## config.mk

```make
export PLATFORM = sky130hd
export DESIGN_NAME = mem_access
export DESIGN_NICKNAME = d
export VERILOG_FILES = /design/src/rtl/defines.sv /design/src/rtl/lsu_align.sv /design/src/rtl/mem_access.sv
export SDC_FILE = /design/constraint.sdc
export NUM_CORES = 1
export LEC_CHECK = 0
export BUFFER_PORTS_ARGS = -buffer_cell sky130_fd_sc_hd__buf_4
export CORE_UTILIZATION = 55
export DETAILED_ROUTE_END_ITERATION = 12
export PLACE_DENSITY = 0.84
export SYNTH_ARGS = -nofsm -noshare
export SYNTH_HDL_FRONTEND = slang
export SYNTH_HIERARCHICAL = 1
export SYNTH_SLANG_ARGS = --single-unit
```

## constraint.sdc

```tcl
create_clock -name clk -period 7.7 [get_ports clk]
set_input_delay 0.385 -clock clk [delete_from_list [all_inputs] [get_ports clk]]
set_output_delay 0.385 -clock clk [all_outputs]
set_load 0.02 [all_outputs]
```

## src/rtl/defines.sv

```systemverilog
// Shared widths, funct3 encodings and the MEM-stage access state type.
package defines;

    localparam int unsigned DATA_WIDTH = 32;
    localparam int unsigned BE_WIDTH   = DATA_WIDTH / 8;

    typedef enum logic [1:0] {
        IDLE = 2'd0,
        REQ  = 2'd1,
        WAIT = 2'd2,
        DONE = 2'd3
    } mem_state_e;

    localparam logic [2:0] F3_B  = 3'b000;
    localparam logic [2:0] F3_H  = 3'b001;
    localparam logic [2:0] F3_W  = 3'b010;
    localparam logic [2:0] F3_BU = 3'b100;
    localparam logic [2:0] F3_HU = 3'b101;

endpackage

```

## src/rtl/lsu_align.sv

```systemverilog
// Byte-lane alignment: byte enables, store-data replication, load extraction
// and extension, and misalignment / illegal-size detection.
module lsu_align
    import defines::*;
(
    input  logic [2:0]            funct3,
    input  logic [1:0]            addr_lo,
    input  logic [DATA_WIDTH-1:0] wdata_in,
    input  logic [DATA_WIDTH-1:0] rdata_in,
    output logic [BE_WIDTH-1:0]   be,
    output logic [DATA_WIDTH-1:0] wdata_out,
    output logic [DATA_WIDTH-1:0] rdata_out,
    output logic                  misalign
);

    logic [DATA_WIDTH-1:0] shifted;

    // Size decode: lanes, replication and sign/zero extension per funct3
    always_comb begin
        be        = '0;
        wdata_out = '0;
        rdata_out = '0;
        misalign  = 1'b0;
        shifted   = rdata_in >> {addr_lo, 3'b000};
        case (funct3)
            F3_B, F3_BU: begin
                be        = BE_WIDTH'(4'b0001 << addr_lo);
                wdata_out = {BE_WIDTH{wdata_in[7:0]}};
                rdata_out = (funct3 == F3_B)
                          ? {{(DATA_WIDTH-8){shifted[7]}}, shifted[7:0]}
                          : {{(DATA_WIDTH-8){1'b0}}, shifted[7:0]};
            end
            F3_H, F3_HU: begin
                misalign  = addr_lo[0];
                be        = BE_WIDTH'(4'b0011 << addr_lo);
                wdata_out = {(DATA_WIDTH/16){wdata_in[15:0]}};
                rdata_out = (funct3 == F3_H)
                          ? {{(DATA_WIDTH-16){shifted[15]}}, shifted[15:0]}
                          : {{(DATA_WIDTH-16){1'b0}}, shifted[15:0]};
            end
            F3_W: begin
                misalign  = (addr_lo != 2'b00);
                be        = '1;
                wdata_out = wdata_in;
                rdata_out = rdata_in;
            end
            default: misalign = 1'b1;
        endcase
    end

endmodule

```

## src/rtl/mem_access.sv

```systemverilog
// MEM-stage load/store unit: one bus transaction per access, stalling the
// pipeline from issue until the DONE cycle.
module mem_access
    import defines::*;
(
    input  logic                  clk,
    input  logic                  rst_n,
    input  logic                  valid_MEM,
    input  logic                  MemRead_MEM,
    input  logic                  MemWrite_MEM,
    input  logic [2:0]            funct3_MEM,
    input  logic [DATA_WIDTH-1:0] alu_result_MEM,
    input  logic [DATA_WIDTH-1:0] rs2_data_MEM,
    output logic                  dmem_req_valid,
    input  logic                  dmem_req_ready,
    output logic                  dmem_we,
    output logic [DATA_WIDTH-1:0] dmem_addr,
    output logic [BE_WIDTH-1:0]   dmem_be,
    output logic [DATA_WIDTH-1:0] dmem_wdata,
    input  logic                  dmem_rsp_valid,
    input  logic [DATA_WIDTH-1:0] dmem_rdata,
    output logic [DATA_WIDTH-1:0] rd_data_MEM,
    output logic                  mem_stall,
    output logic                  misalign_MEM
);

    mem_state_e            state_q, state_d;
    logic [DATA_WIDTH-1:0] addr_q, addr_d;
    logic [DATA_WIDTH-1:0] wdata_q, wdata_d;
    logic [DATA_WIDTH-1:0] rdata_q, rdata_d;
    logic [2:0]            f3_q, f3_d;
    logic                  we_q, we_d;

    logic                  access_c;
    logic [2:0]            sel_f3;
    logic [1:0]            sel_addr_lo;
    logic [BE_WIDTH-1:0]   lsu_be;
    logic [DATA_WIDTH-1:0] lsu_wdata;
    logic [DATA_WIDTH-1:0] lsu_rdata;
    logic                  lsu_misalign;

    assign access_c = valid_MEM & (MemRead_MEM | MemWrite_MEM);

    // In IDLE the aligner judges the incoming access; afterwards the held one
    assign sel_f3      = (state_q == IDLE) ? funct3_MEM : f3_q;
    assign sel_addr_lo = (state_q == IDLE) ? alu_result_MEM[1:0] : addr_q[1:0];

    lsu_align u_lsu_align (
        .funct3    (sel_f3),
        .addr_lo   (sel_addr_lo),
        .wdata_in  (wdata_q),
        .rdata_in  (rdata_q),
        .be        (lsu_be),
        .wdata_out (lsu_wdata),
        .rdata_out (lsu_rdata),
        .misalign  (lsu_misalign)
    );

    // Next-state and request capture; both-high read/write resolves to store
    always_comb begin
        state_d = state_q;
        addr_d  = addr_q;
        wdata_d = wdata_q;
        rdata_d = rdata_q;
        f3_d    = f3_q;
        we_d    = we_q;
        case (state_q)
            IDLE: begin
                if (access_c && !lsu_misalign) begin
                    state_d = REQ;
                    addr_d  = alu_result_MEM;
                    wdata_d = rs2_data_MEM;
                    f3_d    = funct3_MEM;
                    we_d    = MemWrite_MEM;
                end
            end
            REQ: begin
                if (dmem_req_ready) begin
                    state_d = we_q ? DONE : WAIT;
                end
            end
            WAIT: begin
                if (dmem_rsp_valid) begin
                    rdata_d = dmem_rdata;
                    state_d = DONE;
                end
            end
            DONE:    state_d = IDLE;
            default: state_d = IDLE;
        endcase
    end

    // Bus, stall and load-result outputs decoded from the current state
    always_comb begin
        dmem_req_valid = (state_q == REQ);
        dmem_we        = 1'b0;
        dmem_addr      = '0;
        dmem_be        = '0;
        dmem_wdata     = '0;
        mem_stall      = 1'b0;
        misalign_MEM   = 1'b0;
        rd_data_MEM    = '0;
        case (state_q)
            IDLE: begin
                misalign_MEM = access_c & lsu_misalign;
                mem_stall    = access_c & ~lsu_misalign;
            end
            REQ: begin
                dmem_we    = we_q;
                dmem_addr  = {addr_q[DATA_WIDTH-1:2], 2'b00};
                dmem_be    = lsu_be;
                dmem_wdata = lsu_wdata;
                mem_stall  = 1'b1;
            end
            WAIT:    mem_stall   = 1'b1;
            DONE:    rd_data_MEM = lsu_rdata;
            default: ;
        endcase
    end

    // State and held-request registers, synchronous active-low reset
    always_ff @(posedge clk) begin
        if (!rst_n) begin
            state_q <= IDLE;
            addr_q  <= '0;
            wdata_q <= '0;
            rdata_q <= '0;
            f3_q    <= '0;
            we_q    <= 1'b0;
        end else begin
            state_q <= state_d;
            addr_q  <= addr_d;
            wdata_q <= wdata_d;
            rdata_q <= rdata_d;
            f3_q    <= f3_d;
            we_q    <= we_d;
        end
    end

endmodule

```

Yosys cells after proc, flatten, opt, wreduce, memory -nomap -nowiden --
Cells that the tools add are included.
Storage, ports and cells: input port bits 106, output and inout port bits 104, word-level logic and storage cells 55, register bits after elaboration 102
Operators by class: shifts and indexed selects 3, muxes and demuxes 20, bitwise gates (word level) 5, eq/ne operators 10, reductions and logical operators 11
Operators with widths (number):
- 32-bit case mux with 3 select lines | 2
- 32-bit 2-to-1 mux | 5
- 32-bit by 5-bit right shift with 16-bit output | 1
- 4-bit case mux with 3 select lines | 1
- 2-bit 2-to-1 mux | 4
- 2-bit case mux with 4 select lines | 1
- 3-bit equality test (second input constant) | 2
- 2-bit OR reduction | 3
- 2-bit equality test (second input constant) | 2
- 4-bit 2-to-1 mux | 1
- 2-bit by 1-bit != test with 1-bit output (second input constant) | 2
- 2-bit AND reduction | 2
- 1-bit by 2-bit << shifter with 4-bit output (first input constant) | 1
- 2-bit by 2-bit << shifter with 4-bit output (first input constant) | 1
- 1-bit AND | 3
- 3-bit by 1-bit equality test with 1-bit output (second input constant) | 1
- 3-bit by 2-bit equality test with 1-bit output (second input constant) | 1
- 3-bit zero test | 1
- 1-bit 2-to-1 mux | 3
- 3-bit 2-to-1 mux | 1
- 1-bit case mux with 3 select lines | 1
- 3-bit AND reduction | 1
- 2-bit by 1-bit equality test with 1-bit output (second input constant) | 1
- 2-bit zero test | 1
- other kinds (7) | 7

Logic depth before layout (Yosys ltp) --
depth after elaboration 9, depth in mapped cells 15, depth with buffers taken out 9

Cells and area by module --
The synthesis kept the hierarchy.
By module, submodules not included:
- mem_access | cells an instance 582, area an instance 4730.8 um^2, times used 1, seq. area each 2042.0 um^2
- lsu_align | cells an instance 171, area an instance 1188.6 um^2, times used 1, seq. area each 0.0 um^2

Worst setup path before layout --
OpenSTA, ideal clock, no wires.
kind reg2out, from register state_q[0], to output mem_stall, stages on the path, launching flop included 13, path buffers 4, setup slack 4.674 ns, required time 7.315 ns, arrival 2.641 ns, cell sequence dfxtp_1 inv_1 ha_1 buf_4 mux2_2 buf_2 nor2_1 clkbuf_1 a21oi_1 nor2_4 buf_1 nor2_1 nor2_1
Between the ends: longest elaborated chain between the ends 8, elaborated cells on any way between the ends 18, classes of those cells 6 x eq/ne; 4 x mux; 2 x bitwise; 6 x reduce/logical
Ends and longest elaborated chain:
- start, declared | RTL line mem_access.sv:27 | mem_state_e state_q, state_d;
- start signal, assigned | RTL line mem_access.sv:131 | state_q <= state_d;
- 2-bit zero test * | RTL line mem_access.sv:45 | assign sel_f3 = (state_q == IDLE) ? funct3_MEM : f3_q;
- 3-bit 2-to-1 mux * | RTL line mem_access.sv:45
- via sel_f3[0] | RTL line mem_access.sv:35 | logic [2:0] sel_f3;
- 3-bit equality test (tied with other cells) | RTL line lsu_align.sv:25 | case (funct3)
- 2-bit OR reduction | RTL line lsu_align.sv:25
- 1-bit case mux with 3 select lines * | RTL line lsu_align.sv:25
- via lsu_misalign | RTL line mem_access.sv:40 | logic lsu_misalign;
- 1-bit NOT * | RTL line mem_access.sv:106 | mem_stall = access_c & ~lsu_misalign;
- 1-bit AND * | RTL line mem_access.sv:106
- 1-bit case mux with 2 select lines * | RTL line mem_access.sv:103 | case (state_q)
- end, declared | RTL line mem_access.sv:23 | output logic mem_stall,
The timed path passes the listed nets; every way through them passes the cells marked *.

Final worst setup path --
from register state_q[0], to output rd_data_MEM[4]
Between the ends: longest elaborated chain between the ends 6, elaborated cells on any way between the ends 16, classes of those cells 5 x eq/ne; 1 x shift; 6 x mux; 4 x reduce/logical
Ends and longest elaborated chain:
- 2-bit zero test * | RTL line mem_access.sv:45
- 3-bit 2-to-1 mux * | RTL line mem_access.sv:45
- via sel_f3[1] | RTL line mem_access.sv:35
- 3-bit equality test (tied with other cells) | RTL line lsu_align.sv:25
- 2-bit OR reduction | RTL line lsu_align.sv:25
- 32-bit case mux with 3 select lines * | RTL line lsu_align.sv:25
- via lsu_rdata[4] | RTL line mem_access.sv:39 | logic [DATA_WIDTH-1:0] lsu_rdata;
- 32-bit 2-to-1 mux * | RTL line mem_access.sv:103
- end, declared | RTL line mem_access.sv:22 | output logic [DATA_WIDTH-1:0] rd_data_MEM,
Marks and branches as above.

==> impl_metrics.ini <==
[worst_setup_path]
crit_chain = inv_1 -> ha_1 -> mux2_2 -> inv_1 -> nor3_4 -> a21o_1 -> o2bb2ai_1 -> and2_1 -> buf_4
slowest_delay_ns = 1.05
critPathLaunchType = flop
r2r_cells = 9
cp.buffers_inverters = 3
cpMostUsedCell = inv_1
crit_path_end_kind = output pin
cp_max_fo = 42
critPathArrivalTime_ns = 4.18
required_ns = 7.32
worst_path_max_delay_cell = nor3_4
critPathKind = reg -> out
cp_top_family = simple AND/OR/NAND/NOR gates
crit_cells = 9

[placed_design]
post-dp-hpwl_um = 11600
portBuffers = 207
place_congestion = 0.859

[power]
p_int_mw = 1.03
cellPowerDensity_mw_per_mm2 = 236
switchingPower_mw = 0.749
switching_share_pct = 42.0
irDropWorstVdd_uv = 171
power_frac_seq_pct = 38.1
p_leak_nw = 3.37
p_clk_share_pct = 20.3
power_frac_comb_pct = 41.6

[clocking]
clock_path_buffers = 2
cts_setup_buffers = 0
clock_sinks = 102
cts_resized = 0
cts_root_buffer = clkbuf_8
cts_tree = built
cts_inserted_buffers = 9
h-tree-depth = 3
insertion_delay_ns = 0.37
clk_pin_slew_ns = 0.11
cts_hold_buf = 0

[grt]
met3_usage_pct = 5.32
overflow = 0
grt_pass1_vias = 5435
met1_usage_pct = 37.5
grt_pass1_wl_um = 26100
gr-max-usage-layer = met2
grt_max_degree = 104
antenna_found_initial = 0
grt_use_total_pct = 28.9
use_met2_pct = 47.7

[logic_synthesis]
synth.most_common_cell = nand2_1
synthArstFlopShare_pct = 0
ys.flop_type = dfxtp_1
synth.top_cell.area_share_pct = 34.5
syn_area_per_cell_um2 = 7.86
synthesis.area_mm2 = 0.00592
synth-edff-count = 0
yosys_register_bits = 102
synthCells = 753
synth_top_area_cell = dfxtp_1
yosysSeqAreaShare_pct = 34.5
yosys.cell_types.count = 40
yosysWarnings = 6
synth.area.top_cells = dfxtp_1 (34%), nand2_1 (13%), and2_1 (11%)
synth_common_cells = nand2_1 (211), and2_1 (108), dfxtp_1 (102)

[finish]
drive_gt1_share_pct = 29.9
area_delta_synth_final_pct = 27.7
diodes = 0
nets = 1019

[timing]
timing_hold_violations_final = 0
tns_ns = 0
worstMarginPinSlew_ns = 1.22
finalClockSkew_ns = 0.0144
setup_violations = 0
period_share_pct = 59.3
report.final.slew_viol_count = 0
fmax_mhz = 219
period_needed_ns = 4.57
hold_ws_ns = 0.262
timing.slew.headroom_pct = 18.3
rsz0062_at_grt = false

[drt]
drt-total-wl_um = 16300
drtIter0Drc = 287
drt-pass1-iter-count = 7
drc_errors = 0
via_per_inst = 5.42
vias = 5684
wl_per_cell_um = 15.5
ant_nets = 0

[die]
io_pins = 210
die_h_um = 106
coreArea_mm2 = 0.0104
start_util_pct = 57.1
die_area_mm2 = 0.0112
rows = 37
die_w_um = 106

[worst_hold_path]
hold_depth = 3
min_path_type = in -> reg

[flow_run]
drv_cap = 0

[status]
status = completed
## cells in the final DEF, fill, tap and decap left out, drive strengths merged, types with 5 or more instances in the layout
master   Yosys  final
nand2      211    211
buf         27    209
and2       108    108
dfxtp      102    102
a21boi     101    101
a21o        31     31
inv         14     17
o21ai       16     16
nor2        16     16
mux2        12     12
mux2i       11     11
clkbuf      39      9
nand3        9      9
o2bb2ai      8      8
a22o         8      8
a221o        7      7
a22oi        7      7
ha           5      5
## tightest hold or removal path, delay by kind of cell
family,cells,cell delay [ns]
AOI/OAI and AO/OA,1,0.06
buffers and inverters,1,0.11
and+or+nand+nor,1,0.04
## stage by stage
stage          power [mW]  worst slack [ns]  area [um^2]  util (%)  instances
4_1_cts              1.78              3.20         7560      72.9       1049
2_1_floorplan        1.23              4.67         5920         -        754
3_5_place_dp         1.42              3.63         7340      70.8       1033
3_3_place_gp         1.39              3.84         7340      70.8       1033
6_report             1.78              3.13         7560      72.9       1049
5_1_grt              1.88              2.88         7560      72.9       1049
## metal layers
| metal | wire length, um | vias up |
|---|---|---|
| met5 | 0 | - |
| met4 | 369 | 0 |
| met3 | 1240 | 38 |
| met2 | 7590 | 238 |
| met1 | 7060 | 2625 |
| li1 | - | 2783 |
## sequential cells by signal, summed over array words and instances, names as in the netlist
register / flops
state_q: 2
addr_q: 32
wdata_q: 32
rdata_q: 32
f3_q: 3
we_q: 1
## logic make-up after synthesis
logic type | share of synthesized area, %
AND/OR/NAND/NOR | 27.9
AO/OA/AOI/OAI | 25.1
flip-flops | 34.5
buffers and inverters | 6.47
multiplexers | 4.90
adder cells (fa/ha/maj) | 1.06
other | 0.0634
## power groups by stage
stage	logic, mW	registers [mW]	clock network, mW
floorplan	0.567	0.667	0
global placement	0.707	0.683	0
detailed placement	0.731	0.690	0
CTS	0.735	0.678	0.364
global route	0.812	0.689	0.381
finish	0.742	0.680	0.362
## worst paths after layout
kind                                   startpoint        endpoint  slack, ns
worst max-delay path                   state_q[0]  rd_data_MEM[4]       3.13
worst min-delay path            alu_result_MEM[4]       addr_q[4]       0.26
worst max register to register         state_q[0]      wdata_q[9]       3.88
worst min register to register        wdata_q[21]     wdata_q[21]       0.46
## cell type report
cell class / instances / area (um^2)
Clock inverter: 7 / 90.1
Tap cell: 136 / 170
Clock buffer: 9 / 124
Timing Repair Buffer: 209 / 1570
Inverter: 14 / 52.6
Fill cell: 838 / 2810
Sequential cell: 102 / 2040
Multi-Input combinational cell: 572 / 3510
(Power assumes the default switching activity.)
